File: config.mk
export PLATFORM = sky130hd
export DESIGN_NAME = word_fetch_arbiter
export DESIGN_NICKNAME = d
export VERILOG_FILES = /design/src/rtl/word_fetch_arbiter.sv
export SDC_FILE = /design/constraint.sdc
export NUM_CORES = 1
export LEC_CHECK = 0
export BUFFER_PORTS_ARGS = -buffer_cell sky130_fd_sc_hd__buf_2
export CAP_MARGIN = 15
export CORE_MARGIN = 2
export CORE_UTILIZATION = 45
export CTS_CLUSTER_DIAMETER = 40
export DETAILED_ROUTE_END_ITERATION = 8
export PLACE_DENSITY = 0.74
export SYNTH_ARGS = -nofsm -noshare
export SYNTH_HDL_FRONTEND = slang
export SYNTH_SLANG_ARGS = --single-unit
File: constraint.sdc
create_clock -name clk -period 5.1 [get_ports clk]
set_clock_uncertainty 0.05 [all_clocks]
set_input_delay 0.51 -clock clk [delete_from_list [all_inputs] [get_ports clk]]
set_output_delay 0.51 -clock clk [all_outputs]
set_load 0.03 [all_outputs]
File: src/rtl/word_fetch_arbiter.sv
`default_nettype none
// ============================================================================
// Module   : word_fetch_arbiter
// Purpose  : Shares the single read port of the telemetry word store between
//            the frame formers (index 0 = M16 .. N_REQ-1 = M1). Each read
//            request pulse latches an address as a pending request. Pending
//            requests are served round-robin, one memory read at a time. The
//            returned word lands in that requester's holding register with a
//            one-cycle valid strobe.
// Ports    : clk          - system clock (clk100)
//            reset        - asynchronous, active-high reset
//            req_i        - per-requester one-cycle read request pulse
//            req_addr_i   - per-requester word address, slice k = [k*ADDR_W +: ADDR_W]
//            ovr_clr_i    - clears all overrun_o bits
//            mem_rd_o     - read strobe to the word store
//            mem_addr_o   - read address, qualified by mem_rd_o
//            mem_data_i   - read data, valid RD_LAT cycles after mem_rd_o
//            word_o       - per-requester returned-word holding registers
//            word_valid_o - one-cycle strobe: slice k of word_o just updated
//            overrun_o    - sticky: request k arrived while k still pending
//            busy_o       - a read is being issued or awaited
// Revision : 1.0 - initial release
// ============================================================================
module word_fetch_arbiter #(
    parameter int N_REQ  = 5,
    parameter int ADDR_W = 11,
    parameter int DATA_W = 12,
    parameter int RD_LAT = 2
) (
    input  logic                     clk,
    input  logic                     reset,
    input  logic [N_REQ-1:0]         req_i,
    input  logic [N_REQ*ADDR_W-1:0]  req_addr_i,
    input  logic                     ovr_clr_i,
    output logic                     mem_rd_o,
    output logic [ADDR_W-1:0]        mem_addr_o,
    input  logic [DATA_W-1:0]        mem_data_i,
    output logic [N_REQ*DATA_W-1:0]  word_o,
    output logic [N_REQ-1:0]         word_valid_o,
    output logic [N_REQ-1:0]         overrun_o,
    output logic                     busy_o
);

    localparam int c_PTR_W = (N_REQ > 1) ? $clog2(N_REQ) : 1;
    localparam int c_CNT_W = $clog2(RD_LAT + 1);

    localparam logic [1:0] c_IDLE  = 2'd0;
    localparam logic [1:0] c_ISSUE = 2'd1;
    localparam logic [1:0] c_WAIT  = 2'd2;

    logic [1:0]               r_state;
    logic [1:0]               w_nextState;
    logic [c_PTR_W-1:0]       r_ptr;
    logic [N_REQ-1:0]         r_pend;
    logic [ADDR_W-1:0]        r_addr [N_REQ];
    logic [c_CNT_W-1:0]       r_cnt;
    logic                     r_memRd;
    logic [ADDR_W-1:0]        r_memAddr;
    logic [N_REQ*DATA_W-1:0]  r_word;
    logic [N_REQ-1:0]         r_wordValid;
    logic [N_REQ-1:0]         r_overrun;

    logic                     w_grantValid;
    logic [c_PTR_W-1:0]       w_grantIdx;
    logic [N_REQ-1:0]         w_grantVec;
    logic                     w_capture;
    logic [N_REQ-1:0]         w_ovrSet;

    // Round-robin search: first pending index strictly after r_ptr, wrapping.
    // r_ptr itself is visited last, so the last-served requester has lowest
    // priority on the next grant.
    always_comb begin
        int cand;
        w_grantValid = 1'b0;
        w_grantIdx   = '0;
        cand         = 0;
        for (int i = 1; i <= N_REQ; i++) begin
            cand = int'(r_ptr) + i;
            if (cand >= N_REQ) begin
                cand = cand - N_REQ;
            end
            if (!w_grantValid && r_pend[c_PTR_W'(cand)]) begin
                w_grantValid = 1'b1;
                w_grantIdx   = c_PTR_W'(cand);
            end
        end
    end

    // Next-state logic and per-cycle control decodes.
    always_comb begin
        w_nextState = r_state;
        w_grantVec  = '0;
        w_capture   = 1'b0;
        case (r_state)
            c_IDLE: begin
                if (w_grantValid) begin
                    w_grantVec[w_grantIdx] = 1'b1;
                    w_nextState            = c_ISSUE;
                end
            end
            c_ISSUE: begin
                w_nextState = c_WAIT;
            end
            c_WAIT: begin
                // r_cnt is 1 in the first WAIT cycle, so it equals RD_LAT in
                // the cycle whose closing edge sees valid read data.
                if (r_cnt == c_CNT_W'(RD_LAT)) begin
                    w_capture   = 1'b1;
                    w_nextState = c_IDLE;
                end
            end
            default: begin
                w_nextState = c_IDLE;
            end
        endcase
    end

    // A repeat request only counts as an overrun when the old address is not
    // being consumed by a grant on the same edge.
    always_comb begin
        w_ovrSet = req_i & r_pend & ~w_grantVec;
    end

    always_ff @(posedge clk or posedge reset) begin
        if (reset) begin
            r_state <= c_IDLE;
        end else begin
            r_state <= w_nextState;
        end
    end

    always_ff @(posedge clk or posedge reset) begin
        if (reset) begin
            r_ptr       <= c_PTR_W'(N_REQ - 1);
            r_pend      <= '0;
            r_cnt       <= '0;
            r_memRd     <= 1'b0;
            r_memAddr   <= '0;
            r_word      <= '0;
            r_wordValid <= '0;
            r_overrun   <= '0;
            for (int k = 0; k < N_REQ; k++) begin
                r_addr[k] <= '0;
            end
        end else begin
            r_wordValid <= '0;

            case (r_state)
                c_IDLE: begin
                    if (w_grantValid) begin
                        r_ptr     <= w_grantIdx;
                        r_memAddr <= r_addr[w_grantIdx];
                        r_memRd   <= 1'b1;
                    end
                end
                c_ISSUE: begin
                    r_memRd <= 1'b0;
                    r_cnt   <= c_CNT_W'(1);
                end
                c_WAIT: begin
                    if (w_capture) begin
                        // r_ptr still names the requester granted for this slot.
                        r_word[int'(r_ptr)*DATA_W +: DATA_W] <= mem_data_i;
                        r_wordValid[r_ptr]                   <= 1'b1;
                    end else begin
                        r_cnt <= r_cnt + c_CNT_W'(1);
                    end
                end
                default: begin
                    r_memRd <= 1'b0;
                end
            endcase

            // A new request always wins over the grant clearing the pend bit:
            // the grant has already taken the old address above.
            for (int k = 0; k < N_REQ; k++) begin
                if (req_i[k]) begin
                    r_pend[k] <= 1'b1;
                    r_addr[k] <= req_addr_i[k*ADDR_W +: ADDR_W];
                end else if (w_grantVec[k]) begin
                    r_pend[k] <= 1'b0;
                end
            end

            r_overrun <= w_ovrSet | (ovr_clr_i ? '0 : r_overrun);
        end
    end

    assign mem_rd_o     = r_memRd;
    assign mem_addr_o   = r_memAddr;
    assign word_o       = r_word;
    assign word_valid_o = r_wordValid;
    assign overrun_o    = r_overrun;
    assign busy_o       = (r_state != c_IDLE);

endmodule
`default_nettype wire

**Yosys cells after proc, flatten, opt, wreduce, memory -nomap -nowiden**

Cells that the tools add are included.

- Flip-flop bits (word level): 149
- Input bits: 75
- Output and inout port bits: 83
- Logic and storage cells: 145

- Add/sub/neg operators: 12
- $mul: 1
- $lt $le $gt $ge: 15
- Equality and inequality tests: 6
- Shift-type cells: 2
- Muxes and demuxes: 62
- Bitwise operators: 6
- Reductions and logical operators: 23

Operators by type and width:

| operator | count |
|---|---|
| $bwmux W60 | 1 |
| $shift A12 B33 Y60 const A | 1 |
| $shiftx A12 B33 Y60 | 1 |
| $bmux W11 S3 | 1 |
| $neg A7 Y33 | 1 |
| $mux W1 | 30 |
| $mux W3 | 10 |
| $lt A3 B5 Y1 const B | 5 |
| $mux W5 | 5 |
| $mux W11 | 2 |
| $ge A4 B3 Y1 const B | 5 |
| $bmux W1 S3 | 5 |
| $sub A3 B3 Y3 const B | 5 |
| $reduce_bool A2 Y1 | 7 |
| $and A5 B5 Y5 | 2 |
| $reduce_and A2 Y1 | 5 |
| $add A3 B2 Y4 const B | 2 |
| $add A3 B3 Y4 const B | 2 |
| $lt A3 B4 Y1 const B | 2 |
| $demux W1 S3 | 2 |
| $ge A3 B1 Y1 const B | 2 |
| $logic_and A1 B1 Y1 | 6 |
| $mux W2 | 3 |
| $ne A2 B2 Y1 const B | 3 |
| other kinds (15) | 19 |

**Longest topological paths before layout**

- Depth after elaboration: 28
- Gate-level depth with buffers: 20
- Mapped depth without buffers: 14

**Worst setup path after synthesis**

No wires, ideal clock.

- Path type: register -> register
- Start: register r_ptr[0]
- End: register r_memAddr[0], in the netlist mem_addr_o[0]
- Library setup time: 0.134 ns
- Arrival: 4.239 ns
- Required time: 4.916 ns
- Slack: 0.677 ns
- Stages on the path, launching flop included: 20
- Buffers on the path: 6
- Clock period less this slack: 4.423 ns
- Path through: dfrtp_1 -> buf_6 -> inv_1 -> buf_2 -> clkbuf_1 -> clkbuf_1 -> ha_1 -> inv_1 -> fa_1 -> a21oi_2 -> mux4_2 -> nor2_1 -> nor2_1 -> and2_1 -> buf_2 -> a31o_2 -> nand2_1 -> buf_4 -> mux2i_1 -> o211ai_1

- Word-level cells in the longest chain between the ends: 23
- Elaborated cells between the ends (all ways): 58
- Those cells by class: add/sub: 10; order compare: 5; mux: 33; bitwise: 1; reduce/logical: 9

RTL lines:

| element | RTL line | RTL |
|---|---|---|
| from (decl) | 53 | `logic [c_PTR_W-1:0] r_ptr;` |
| from (signal assigned) | 134 | `r_ptr <= c_PTR_W'(N_REQ - 1);` |
| from (signal assigned) | 151 | `r_ptr <= w_grantIdx;` |
| $add A3 B1 Y4 | 78 | `cand = int'(r_ptr) + i;` |
| $ge A4 B3 Y1 or $sub A3 B3 Y3 (tied branches) | 79, 80 |  |
| $mux W3 | 79 | `if (cand >= N_REQ) begin` |
| $bmux W1 S3 | 82 | `if (!w_grantValid && r_pend[c_PTR_W'(cand)]) begin` |
| $mux W1 (implied by the code) (2 in series) | 82 |  |
| $mux W1 | 82 |  |
| $logic_not A1 Y1 | 82 |  |
| $logic_and A1 B1 Y1 | 82 |  |
| [... 5 more ...] | n/a |  |
| $logic_and A1 B1 Y1 | 82 |  |
| $mux W1 | 82 |  |
| $logic_not A1 Y1 | 82 |  |
| $logic_and A1 B1 Y1 | 82 |  |
| $mux W3 | 82 |  |
| $not A3 Y4 (implied by the code) | 152 | `r_memAddr <= r_addr[w_grantIdx];` |
| $bmux W11 S3 | 152 |  |
| $mux W11 (implied by the code) (2 in series) | 152 |  |
| to (signal assigned) | 152 |  |
| to (decl) | 58 | `logic [ADDR_W-1:0] r_memAddr;` |

Several ways; a longest one is shown, not always the timed one. The select of a mux whose other input is x is not followed.
A chain may end at the register's enable or synchronous reset.

**Worst setup path in the final report**

- Start: register r_ptr[0]
- End: register r_overrun[0], in the netlist overrun_o[0]

- Word-level cells in the longest chain between the ends: 28
- Elaborated cells between the ends (all ways): 63
- Those cells by class: add/sub: 10; order compare: 7; mux: 34; bitwise: 3; reduce/logical: 9

RTL lines:

| element | RTL line | RTL |
|---|---|---|
| $add A3 B1 Y4 | 78 |  |
| $ge A4 B3 Y1 or $sub A3 B3 Y3 (tied branches) | 79, 80 |  |
| $mux W3 | 79 |  |
| $bmux W1 S3 | 82 |  |
| $mux W1 (implied by the code) (2 in series) | 82 |  |
| $mux W1 | 82 |  |
| $logic_not A1 Y1 | 82 |  |
| $logic_and A1 B1 Y1 | 82 |  |
| [... 11 more ...] | n/a |  |
| $logic_and A1 B1 Y1 (implied by the code) | 97 | `w_grantVec[w_grantIdx] = 1'b1;` |
| $mux W1 (implied by the code) | 97 |  |
| $demux W1 S3 | 97 |  |
| $mux W5 * | 96 | `if (w_grantValid) begin` |
| $mux W5 * | 94 | `case (r_state)` |
| $not A5 Y5 * | 121 | `w_ovrSet = req_i & r_pend & ~w_grantVec;` |
| $and A5 B5 Y5 * | 121 |  |
| $or A5 B5 Y5 * | 185 | `r_overrun <= w_ovrSet \| (ovr_clr_i ? '0 : r_overrun);` |
| to (signal assigned) | 185 |  |
| to (decl) | 61 | `logic [N_REQ-1:0] r_overrun;` |

Every way passes the cells marked *; elsewhere a longest branch is shown, timed or not. The select of a mux whose other input is x is not followed.

==> out/qor.yml <==
rsz0062_at_grt: "no"
htree_levels: 4
power_switching_mw: 3.83
cap_violations: 0
initial_core_util: 0.458
ir_drop_mv: 0.363
cts_setup_buffers: 0
synth_seq_area_share: 0.455
cts_tree: "done"
finalPower_mw: 7.66
syn_nets: 915
post_cts_resized: 0
tns_ns: 0
hold_buffers: 0
clkTransAtPathRegs_ns: 0.07
place_area_um2: 9160
power_frac_clock: 0.165
cp_slowest_stage_delay_ns: 0.53
synth_cells: 824
tightest_slew_ns: 1.09
combPwrFrac: 0.606
first_pass_iters: 5
io_buffers: 157
final_util: 0.544
crit_arrival_ns: 4.62
ctsLongestPathBuffers: 2
worstPathCellList: "buf_4, ha_1, nand2b_1, a211oi_1, mux2_2, o31a_1, a311o_1, o211ai_2, o211ai_1, o21ai_0, o2bb2ai_1"
drc: 0
ys_warn_count: 0
ios: 158
required_ns: 5.36
antenna_found_initial: 0
syn_area_per_cell_um2: 9.94
synth-edff-count: 0
worst-path-buf-inv: 1
powerDensity_nw_per_um2: 787
gp_congestion: 0.964
die_h_um: 139
grt.overflow.total: 0
drive_gt1_frac: 0.312
swShare: 0.499
fmax_mhz: 229
power.share.sequential: 0.230
max_slew_margin: 0.270
netlist.area_leader.share: 0.452
yosys.area.top_type: "dfrtp_1"
grt_max_degree: 114
fin_area_um2: 9740
synth.area.top_cells: "dfrtp_1, mux2_2, o21ai_0"
crit_type: "flop to flop"
die-area_um2: 19300
vias: 6943
antenna_cells: 0
drt_iter0_drc: 708
leakagePower_nw: 4.49
final_max_slew_viol_count: 0
antenna_left: 0
final_nets: 1060
viasPerCell: 5.73
core_area_um2: 17900
critPathCaptureType: "flop"
power.internal_mw: 3.84
finalSetupViolCount: 0
hpwl_um: 16600
ys.flop_type: "dfrtp_1"
wl_um: 22400
wire_per_inst_um: 18.5
grt_pass1_wl_um: 35900
critPathMaxFanout: 57
first_global_vias: 6697
async_flop_share: 1.00
synth_seq_cells: 149
crit_slowest_cell: "o211ai_1"
root_buffer: "clkbuf_16"
rows: 49
period_minus_slack_ns: 4.36
syn_area_um2: 8190
cts.sinks: 149
hold_class: "primary input to flop"
cts_buffers: 17
synth_cell_types: 70
area_growth_pct: 18.9
die_x_um: 139
hold_violations: 0
cp_top_family: "compound AO/OA/AOI/OAI gates"
fin_crit_sh: 0.855
outcome: "complete, no violations"
crit_path_start_kind: "flop"
track_usage: 0.233
clkLatencyLatePin_ns: 0.44
-- power groups by stage --
stage	sequential (mW)	clock (mW)	combinational, mW
4_1_cts	1.76	1.28	4.58
2_1_floorplan	2.34	0	2.82
6_report	1.76	1.26	4.64
5_1_grt	1.80	1.33	4.98
3_5_place_dp	1.78	0	4.55
3_3_place_gp	1.78	0	4.52
-- tightest hold or removal path, cell delays in order --
cell     delay (ns)
buf_2          0.07
nand2_1        0.04
o21ai_0        0.06
-- final cells by class --
class                           instances  area, um2
Clock buffer                           17        425
Clock inverter                         15        160
Fill cell                            1548       8160
Inverter                               37        144
Multi-Input combinational cell        594       4110
Sequential cell                       149       3730
Tap cell                              229        287
Timing Repair Buffer                  170        883
-- cell usage in the layout, fill, tap and decap left out, drive strengths merged, types with 3 or more instances in the layout --
cell and count:
nand2 76, nand4 3, and3 13, a211o 6, or2 5, o2111ai 4, clkbuf 17, o21ai 73
a21o 6, xnor2 6, a21boi 7, nand2b 5, clkinv 4, o22ai 9, o31ai 4, or3 7
buf 170, nor3 19, a21oi 43, o2bb2ai 4, and2 5, ha 14, inv 47, nor3b 4
a31oi 4, o211ai 16, mux2i 30, a221oi 4, dfrtp 148, nor2 64, xor2 3, a211oi 4
mux2 85, nand3 23, nor2b 10, a22oi 11
-- synth_stat cells, types with 5 or more instances --
library cell,count
o22ai_1,9
buf_1,6
o21ai_0,71
ha_1,14
dfrtp_1,148
inv_1,35
mux2_2,81
a211o_1,6
mux2i_1,30
nand3_1,23
nor2b_1,10
clkbuf_1,19
nand2_1,76
buf_2,13
a22oi_1,11
a21oi_1,42
and2_1,5
or3_1,7
and3_1,13
nor3_1,19
xnor2_1,6
o211ai_1,15
nand2b_1,5
a21boi_0,5
nor2_1,62
a21o_1,6
-- final timing paths --
path	from	depth (start not counted)	slack, ns	to
worst max-delay path	r_ptr[0]	11	0.74	overrun_o[0]
worst max register to register	r_ptr[0]	11	0.74	overrun_o[0]
worst min-delay path	req_addr_i[43]	3	0.23	r_addr[21]
min in group asynchronous	reset	2	0.26	r_cnt[0]
worst min register to register	word_o[3]	2	0.43	word_o[3]
max in group asynchronous	reset	3	3.65	r_ptr[0]
-- registers in the layout (all words and copies together) (netlist names), 3 cells and up --
signal,cells
word_o,60
r_addr,55
mem_addr_o,11
overrun_o,5
r_pend,5
word_valid_o,5
r_ptr,3
-- layer usage --
| metal | vias up | wire [um] | global-route usage | share of wire |
|---|---|---|---|---|
| li1 | 3261 | - | - | - |
| met1 | 3355 | 9550 | 0.313 | 0.43 |
| met2 | 289 | 10700 | 0.367 | 0.48 |
| met3 | 38 | 1700 | 0.0670 | 0.076 |
| met4 | 0 | 451 | 0.0744 | 0.020 |
| met5 | - | 0 | 0 | 0 |
-- stage by stage --
stage	std cells	setup WS, ns	hold slack (ns)
after global routing	1211	0.450	0.230
after floorplan	824	0.534	0.424
after detailed placement	1179	0.802	0.420
after global placement	1179	0.982	0.410
final	1211	0.740	0.229
after CTS	1211	0.779	0.219
-- logic make-up (layout without fill, tap and decap cells) --
group / after synthesis / count (layout) / share of synthesized area
DFF: 149 / 149 / 0.455
buffers and inverters: 81 / 239 / 0.0428
muxes: 117 / 117 / 0.159
and+or+nand+nor: 240 / 240 / 0.139
adders and majority gates: 16 / 16 / 0.0263
xor gates and xnor gates: 9 / 9 / 0.0105
AOI/OAI and AO/OA: 212 / 212 / 0.167
No activity file was read; power rests on OpenSTA's default activity.
